--- config.mk ---
export PLATFORM = sky130hd
export DESIGN_NAME = ud_dir_ctrl
export DESIGN_NICKNAME = d
export VERILOG_FILES = /design/src/rtl/ud_dir_ctrl.sv
export SDC_FILE = /design/constraint.sdc
export NUM_CORES = 1
export LEC_CHECK = 0
export BUFFER_PORTS_ARGS = -buffer_cell sky130_fd_sc_hd__buf_2
export CORE_AREA = 2 2 39 41
export CTS_CLUSTER_DIAMETER = 80
export DETAILED_ROUTE_END_ITERATION = 16
export DIE_AREA = 0 0 41 43
export HOLD_SLACK_MARGIN = 0.1
export PLACE_DENSITY = 0.6
export SYNTH_ARGS = -nofsm -noshare
export SYNTH_HDL_FRONTEND = slang
export SYNTH_SLANG_ARGS = --single-unit
--- constraint.sdc ---
create_clock -name clk -period 1.7 [get_ports clk]
set_clock_uncertainty 0.05 [all_clocks]
set_input_delay 0.34 -clock clk [delete_from_list [all_inputs] [get_ports clk]]
set_output_delay 0.34 -clock clk [all_outputs]
set_load 0.01 [all_outputs]
--- src/rtl/ud_dir_ctrl.sv ---
// Direction controller for the 4-bit up/down counter: synchronises and debounces
// a push-button (each clean press toggles U_D) and optionally ping-pongs at the bounds.
module ud_dir_ctrl #(
  parameter int Max       = 15,
  parameter int Min       = 0,
  parameter int DB_CYCLES = 16
) (
  input  logic       clk,
  input  logic       rst_n,
  input  logic       btn,
  input  logic       pp_en,
  input  logic [3:0] cnt,
  output logic       U_D,
  output logic       press
);

  localparam int              CW          = $clog2(DB_CYCLES) + 1;
  localparam logic [CW-1:0]   DB_LAST     = CW'(DB_CYCLES - 1);
  localparam logic [3:0]      CNT_MAX     = 4'(Max);
  localparam logic [3:0]      CNT_MAX_M1  = 4'(Max - 1);
  localparam logic [3:0]      CNT_MIN     = 4'(Min);
  localparam logic [3:0]      CNT_MIN_P1  = 4'(Min + 1);

  logic          s1_q, s1_d;
  logic          s2_q, s2_d;
  logic [1:0]    fill_q, fill_d;
  logic          btn_db_q, btn_db_d;
  logic          btn_db_d1_q, btn_db_d1_d;
  logic [CW-1:0] db_cnt_q, db_cnt_d;
  logic          armed_q, armed_d;
  logic          press_q, press_d;
  logic          ud_q, ud_d;

  // NOTE: every variable gets a default at the top of always_comb so no path leaves it unassigned (no latch).
  always_comb begin
    s1_d        = btn;
    s2_d        = s1_q;
    fill_d      = {fill_q[0], 1'b1};
    btn_db_d    = btn_db_q;
    db_cnt_d    = '0;
    btn_db_d1_d = btn_db_q;

    if (s2_q != btn_db_q) begin
      if (db_cnt_q == DB_LAST) begin
        btn_db_d = s2_q;
      end else begin
        db_cnt_d = db_cnt_q + CW'(1);
      end
    end

    // Presses are ignored until the button has been seen released once the
    // synchroniser holds real samples, so a button held through reset never fires.
    armed_d = armed_q | (fill_q[1] & ~s2_q & ~btn_db_q);
    press_d = armed_q & btn_db_q & ~btn_db_d1_q;

    ud_d = ud_q;
    if (press_q) begin
      ud_d = ~ud_q;
    end else if (pp_en) begin
      if      (!ud_q && cnt == CNT_MAX_M1) ud_d = 1'b1;
      else if ( ud_q && cnt == CNT_MIN_P1) ud_d = 1'b0;
      else if (!ud_q && cnt == CNT_MAX)    ud_d = 1'b1;
      else if ( ud_q && cnt == CNT_MIN)    ud_d = 1'b0;
    end
  end

  // NOTE: sequential state uses non-blocking assignments so every flop samples pre-edge values.
  always_ff @(posedge clk or negedge rst_n) begin
    if (!rst_n) begin
      s1_q        <= 1'b0;
      s2_q        <= 1'b0;
      fill_q      <= 2'b00;
      btn_db_q    <= 1'b0;
      btn_db_d1_q <= 1'b0;
      db_cnt_q    <= '0;
      armed_q     <= 1'b0;
      press_q     <= 1'b0;
      ud_q        <= 1'b0;
    end else begin
      s1_q        <= s1_d;
      s2_q        <= s2_d;
      fill_q      <= fill_d;
      btn_db_q    <= btn_db_d;
      btn_db_d1_q <= btn_db_d1_d;
      db_cnt_q    <= db_cnt_d;
      armed_q     <= armed_d;
      press_q     <= press_d;
      ud_q        <= ud_d;
    end
  end

  assign U_D   = ud_q;
  assign press = press_q;

endmodule

==> results of run 1 <==
[sequential cells by signal (all words and copies together), names as in the netlist]
register and flops:
btn_db_d1_d 1, s1_q 1, btn_db_d1_q 1, press 1, armed_q 1, db_cnt_q 5
s2_q 1, fill_q 2, U_D 1
[cell usage after synthesis, drive strengths merged]
library cell	instances
a21o	1
a41o	1
and2	2
and3	1
conb	1
dfrtp	14
ha	1
mux2	1
nand2	1
nand3	2
nor2	5
nor4b	1
o21a	1
o21ai	2
xor2	3
[per-stage QoR]
stage	power [uW]	cells
after floorplan	389	37
after global placement	413	61
after detailed placement	413	61
after CTS	643	66
after global routing	662	66
final	633	66
[cells by family (layout without fill, tap and decap cells)]
group           count (synthesis)  in the layout  synth area share (%)
compound gates                  5              5                  7.47
xor+xnor                        3              3                  6.51
fa+ha+maj                       1              1                  2.41
buf+inv                         0             13                     0
flops                          14             14                  67.5
mux                             1              1                  2.17
other cells                     1              1                 0.722
simple gates                   12             12                  13.3
[path summary, 6_finish.rpt]
kind                               endpoint  slack [ns]         from
worst max-delay path            btn_db_d1_d        0.40  db_cnt_q[0]
worst min register to register    fill_q[1]        0.30    fill_q[0]
min in group asynchronous              s1_q        0.43        rst_n
worst max register to register  btn_db_d1_d        0.40  db_cnt_q[0]
max in group asynchronous       btn_db_d1_q        0.94        rst_n
worst min-delay path                   s1_q        0.12          btn
[critical path, cell delays in order (launching register included)]
cell and delay (ns):
dfrtp_1 0.38, ha_1 0.20, nand3_2 0.10, nor2_1 0.11, mux2_2 0.34
[power by group through the flow]
stage / registers, uW / logic [uW] / clock network, uW
final: 361 / 46.5 / 226
after detailed placement: 368 / 45.7 / 0
after global placement: 367 / 45.6 / 0
after CTS: 361 / 47.8 / 235
after floorplan: 370 / 19.1 / 0
after global routing: 363 / 54.9 / 244
[area by class of cell]
type / count / area share [%]
sequential: 14 / 56.0
multi-input combinational: 23 / 27.0
timing repair buffer: 9 / 8.00
clock buffer: 4 / 5.80
tap: 16 / 3.20
[routing by layer]
metal  up-vias  routed length, um  global-route usage [%]
li1        148                  -                       -
met1       143                301                    12.2
met2         5                290                    13.4
met3         0                 20                    1.57
met4         0                  0                    4.00
met5         -                  0                       0
[repair_timing]
item | 4_1_cts | 5_1_grt
hold buffers | 1 | 0
endpoints found under the hold margin | 14 | 0
setup buffers | 0 | 0
==> reports/metrics.yaml, run 1 <==
cells_and_area:
  drive_gt1_share_pct: 38.0
  antennaDiodeCount: 0
  layout_commonest_cell: "dfrtp_1"
  area_growth_pct: 20.5
  utilization_pct: 45.2
  design_area_um2: 626
  layout_common_cells: "14 x dfrtp_1, 8 x buf_2, 5 x nor2_1, 3 x clkbuf_4"
  multiInputGateArea_um2: 169
  seq_area_um2: 350
  fin_nets: 60
  fillers: 131
placement:
  port_buffers: 8
  dp_hpwl_um: 474
  place_area_um2: 579
  dpl_worst_slack_ns: 0.398
  gp_congestion: 0.646
sta:
  rsz0062_at_grt: "false"
  setup_viol: 0
  finalCritPeriodShare_pct: 76.4
  whs_ns: 0.121
  fmax_mhz: 770
  setup_slack_ns: 0.402
  slew_viol_final: 0
  hold_viol_final: 0
  min_period_ns: 1.30
  tns_ns: 0
grt:
  grt_pass1_vias: 306
  overflow: 0
  grt_max_degree: 15
  grt_pass1_wl_mm: 1.08
  antenna_found_initial: 0
  track_usage_pct: 8.93
die:
  boundaryPins: 10
  die_h_um: 43
  die_w_um: 41
  coreArea_mm2: 0.00138
  die-area_mm2: 0.00176
  initial_utilization_pct: 37.5
  row_count: 14
outcome:
  status: "finished, final reports clean"
logic_synthesis:
  netlist_area_um2: 519
  synth_top_cell_by_area: "dfrtp_1"
  yosys.area.top_type_share_pct: 67.5
  synth_cell_types: 18
  synth-seq-cells: 14
  synth_area_per_cell_um2: 14.0
  yosys_warnings: 0
  syn_inst: 37
  yosys-top-cells-area: "dfrtp_1 67%, nor2_1 3.6%, xor2_1 3.4%"
  yosysSeqAreaShare_pct: 67.5
  synth_nets: 46
clock_network:
  numCtsBuffers: 3
  htreeDepth: 1
  clk_latency_ns: 0.27
  cts_num_sinks: 14
  cts_resized: 0
  clk_pin_slew_worst_paths_ns: 0.08
  tritoncts: "yes"
  clockRootBuffer: "clkbuf_4"
  clock_path_buffers: 2
pwr:
  p_sw_uw: 128
  powerDensity_mw_per_mm2: 1010
  clkPwrFrac_pct: 35.6
  ir_drop_v: 0.000601
  comb_power_share_pct: 7.3
  swShare_pct: 20.3
  power_leakage_uw: 0.000317
  p_seq_share_pct: 57.0
  intPower_uw: 504
drt:
  drc_errors: 0
  viasPerCell: 4.48
  ant_nets: 0
  drtPass1Iterations: 3
  routedWlPerCell_um: 9.27
  drt_iter0_drc: 1
  num_vias: 296
  wirelength_um: 612
hold_path:
  hold_depth: 1
  worst_hold_path_type: "in -> reg"
worst_setup_path:
  critPathMaxFanout: 3
  worstSetupEndpointType: "register"
  critical_path_arrival_ns: 1.40
  crit_path_start_kind: "register"
  critPathKind: "reg -> reg"
  reg2regPathDepth: 4
  cp.required_ns: 1.81
job:
  cap_violations: 0
No activity file was read; power rests on OpenSTA's default activity.
==> run 2: changes to the inputs <==
==> constraint.sdc (replaced) <==
create_clock -name clk -period 1.2 [get_ports clk]
set_clock_uncertainty 0.05 [all_clocks]
set_input_delay 0.24 -clock clk [delete_from_list [all_inputs] [get_ports clk]]
set_output_delay 0.24 -clock clk [all_outputs]
set_load 0.01 [all_outputs]
==> run 2 against run 1 <==
Worst setup slack got worse by 0.42 ns. Sequential share of layout area decreased by 4.7 points. Die area unchanged. Global-route usage grew 2.6 points. Sequential power increased by 42%. First-iteration DRC count increased to 10 times the previous value. Design area rose by 9.2%. The flow now finishes with violations (negative setup slack). Cell count increased by 9.1%.
==> reports/metrics.yaml, run 2 (synthesized netlist as in run 1, its figures left out) <==
die:
  die-area_mm2: 0.00176
  boundaryPins: 10
  die_w_um: 41
  initial_utilization_pct: 37.5
  coreArea_mm2: 0.00138
  die_h_um: 43
  row_count: 14
sta:
  fmax_mhz: 818
  hold_viol_final: 0
  min_period_ns: 1.22
  finalCritPeriodShare_pct: 102
  tns_ns: -0.0220
  slew_viol_final: 0
  setup_slack_ns: -0.0220
  setup_viol: 1
  rsz0062_at_grt: "true"
drt:
  wirelength_um: 727
  drc_errors: 0
  drt_iter0_drc: 10
  drtPass1Iterations: 2
  num_vias: 337
  routedWlPerCell_um: 10.1
  ant_nets: 0
  viasPerCell: 4.68
grt:
  met3_usage_pct: 7.85
  track_usage_pct: 11.5
  grt_pass1_wl_mm: 1.32
  grt_pass1_vias: 369
  antenna_found_initial: 0
  use_met2_pct: 18.4
  overflow: 0
  grt_busiest_layer: "met2"
  grt_use_met1_pct: 12.3
  grt_max_degree: 15
cells_and_area:
  reg_top3: "db_cnt_q: 5 flops, fill_q: 2 flops"
  top_register: "db_cnt_q"
  utilization_pct: 49.4
  multiInputGateArea_um2: 179
  design_area_um2: 683
  antennaDiodeCount: 0
  fin_nets: 66
  layout_commonest_cell: "dfrtp_1"
  seq_area_um2: 350
  largest_reg_flops: 5
  area_growth_pct: 31.6
  drive_gt1_share_pct: 46.4
  fillers: 129
  layout_common_cells: "14 x dfrtp_1, 8 x buf_2, 5 x buf_4, 4 x nor2_1, 3 x clkbuf_4"
worst_setup_path:
  crit_path_start_kind: "register"
  cp_num_cells: 4
  critPathMaxFanout: 2
  worstReg2RegEnd: "btn_db_d1_d"
  crit_path_end: "btn_db_d1_d"
  critPathKind: "reg -> reg"
  rrSetupSlack_ns: -0.02
  worst_path_largest_cell_delay_ns: 0.37
  worstSetupEndpointType: "register"
  slowest_stage: "dfrtp_1"
  reg2regPathDepth: 4
  startpoint: "db_cnt_q[0]"
  cp.required_ns: 1.31
  critical_path_arrival_ns: 1.33
  cpLargestDelayFamily: "flip-flops"
  crit_path_cell_trace: "ha_2 > nand3_2 > nor2_2 > mux2_4"
  path_buf_inv: 0
  r2r_start: "db_cnt_q[0]"
placement:
  place_area_um2: 604
  port_buffers: 8
  dp_hpwl_um: 543
  gp_congestion: 0.656
  dpl_worst_slack_ns: -0.0231
pwr:
  p_sw_uw: 194
  p_seq_share_pct: 55.4
  intPower_uw: 730
  clkPwrFrac_pct: 35.4
  p_total_uw: 924
  powerDensity_mw_per_mm2: 1350
  comb_power_share_pct: 9.2
  swShare_pct: 21.0
  power_leakage_uw: 0.000343
  ir_drop_v: 0.00102
clock_network:
  htreeDepth: 1
  clk_latency_ns: 0.27
  clockRootBuffer: "clkbuf_4"
  numCtsBuffers: 3
  cts_num_sinks: 14
  clock_path_buffers: 2
  tritoncts: "yes"
  clk_pin_slew_worst_paths_ns: 0.08
outcome:
  violations: "negative setup slack"
  status: "finished, violations left"
hold_path:
  worst_hold_path_type: "in -> reg"
job:
  cap_violations: 0
-- run 2: cell count changes in the layout (fill, tap and decap cells not counted), sizes merged --
cell / before / now
buf: 8 / 13
dlygate4sd3: 1 / 2
-- run 2: worst min-delay path by stage --
stage               cells past startpoint   endpoint  slack, ns   start
finish                                  3        U_D       0.28  cnt[1]
global route                            3        U_D       0.29  cnt[1]
CTS                                     3        U_D       0.28  cnt[1]
detailed placement                      1  fill_q[0]        0.1   rst_n
global placement                        1  fill_q[0]        0.1   rst_n
floorplan                               0        U_D      -0.11   rst_n
-- run 2: repair_timing --
item | in CTS | in global routing
endpoints found under the hold margin | 15 | 0
setup buffers | 0 | 2
pin swaps | 0 | 1
hold buffers | 2 | 0
endpoints found under the setup margin | 1 | 3
resized for setup | 0 | 3
-- run 2: worst reg2reg max path, cell delays in order, from the launching register on --
cell and delay [ns]:
dfrtp_1 0.37, ha_2 0.19, nand3_2 0.08, nor2_2 0.11, mux2_4 0.30
-- run 2: power groups by stage --
stage	Combinational, uW	Clock (uW)	Sequential (uW)
5_1_grt	98.4	362	516
3_5_place_dp	71.4	0	522
6_report	84.8	327	512
3_3_place_gp	70.1	0	521
2_1_floorplan	27.5	0	524
4_1_cts	76.8	338	512
-- run 2: layout make-up --
| class | instances | share of cell area, % |
|---|---|---|
| Sequential cell | 14 | 51.3 |
| Tap cell | 16 | 2.93 |
| Timing Repair Buffer | 15 | 14.3 |
| Clock buffer | 4 | 5.31 |
| Multi-Input combinational cell | 23 | 26.2 |
-- run 2: routing by layer --
metal  up-vias  share of wire, %
met5         -                 0
met4         0                 0
met3         0               7.3
met2         8                51
met1       165                42
li1        164                 -
-- run 2: per-stage QoR --
stage | std cells | hold slack, ns
3_3_place_gp | 64 | 0.0951
2_1_floorplan | 37 | -0.106
5_1_grt | 72 | 0.294
4_1_cts | 70 | 0.281
3_5_place_dp | 64 | 0.0950
6_report | 72 | 0.277
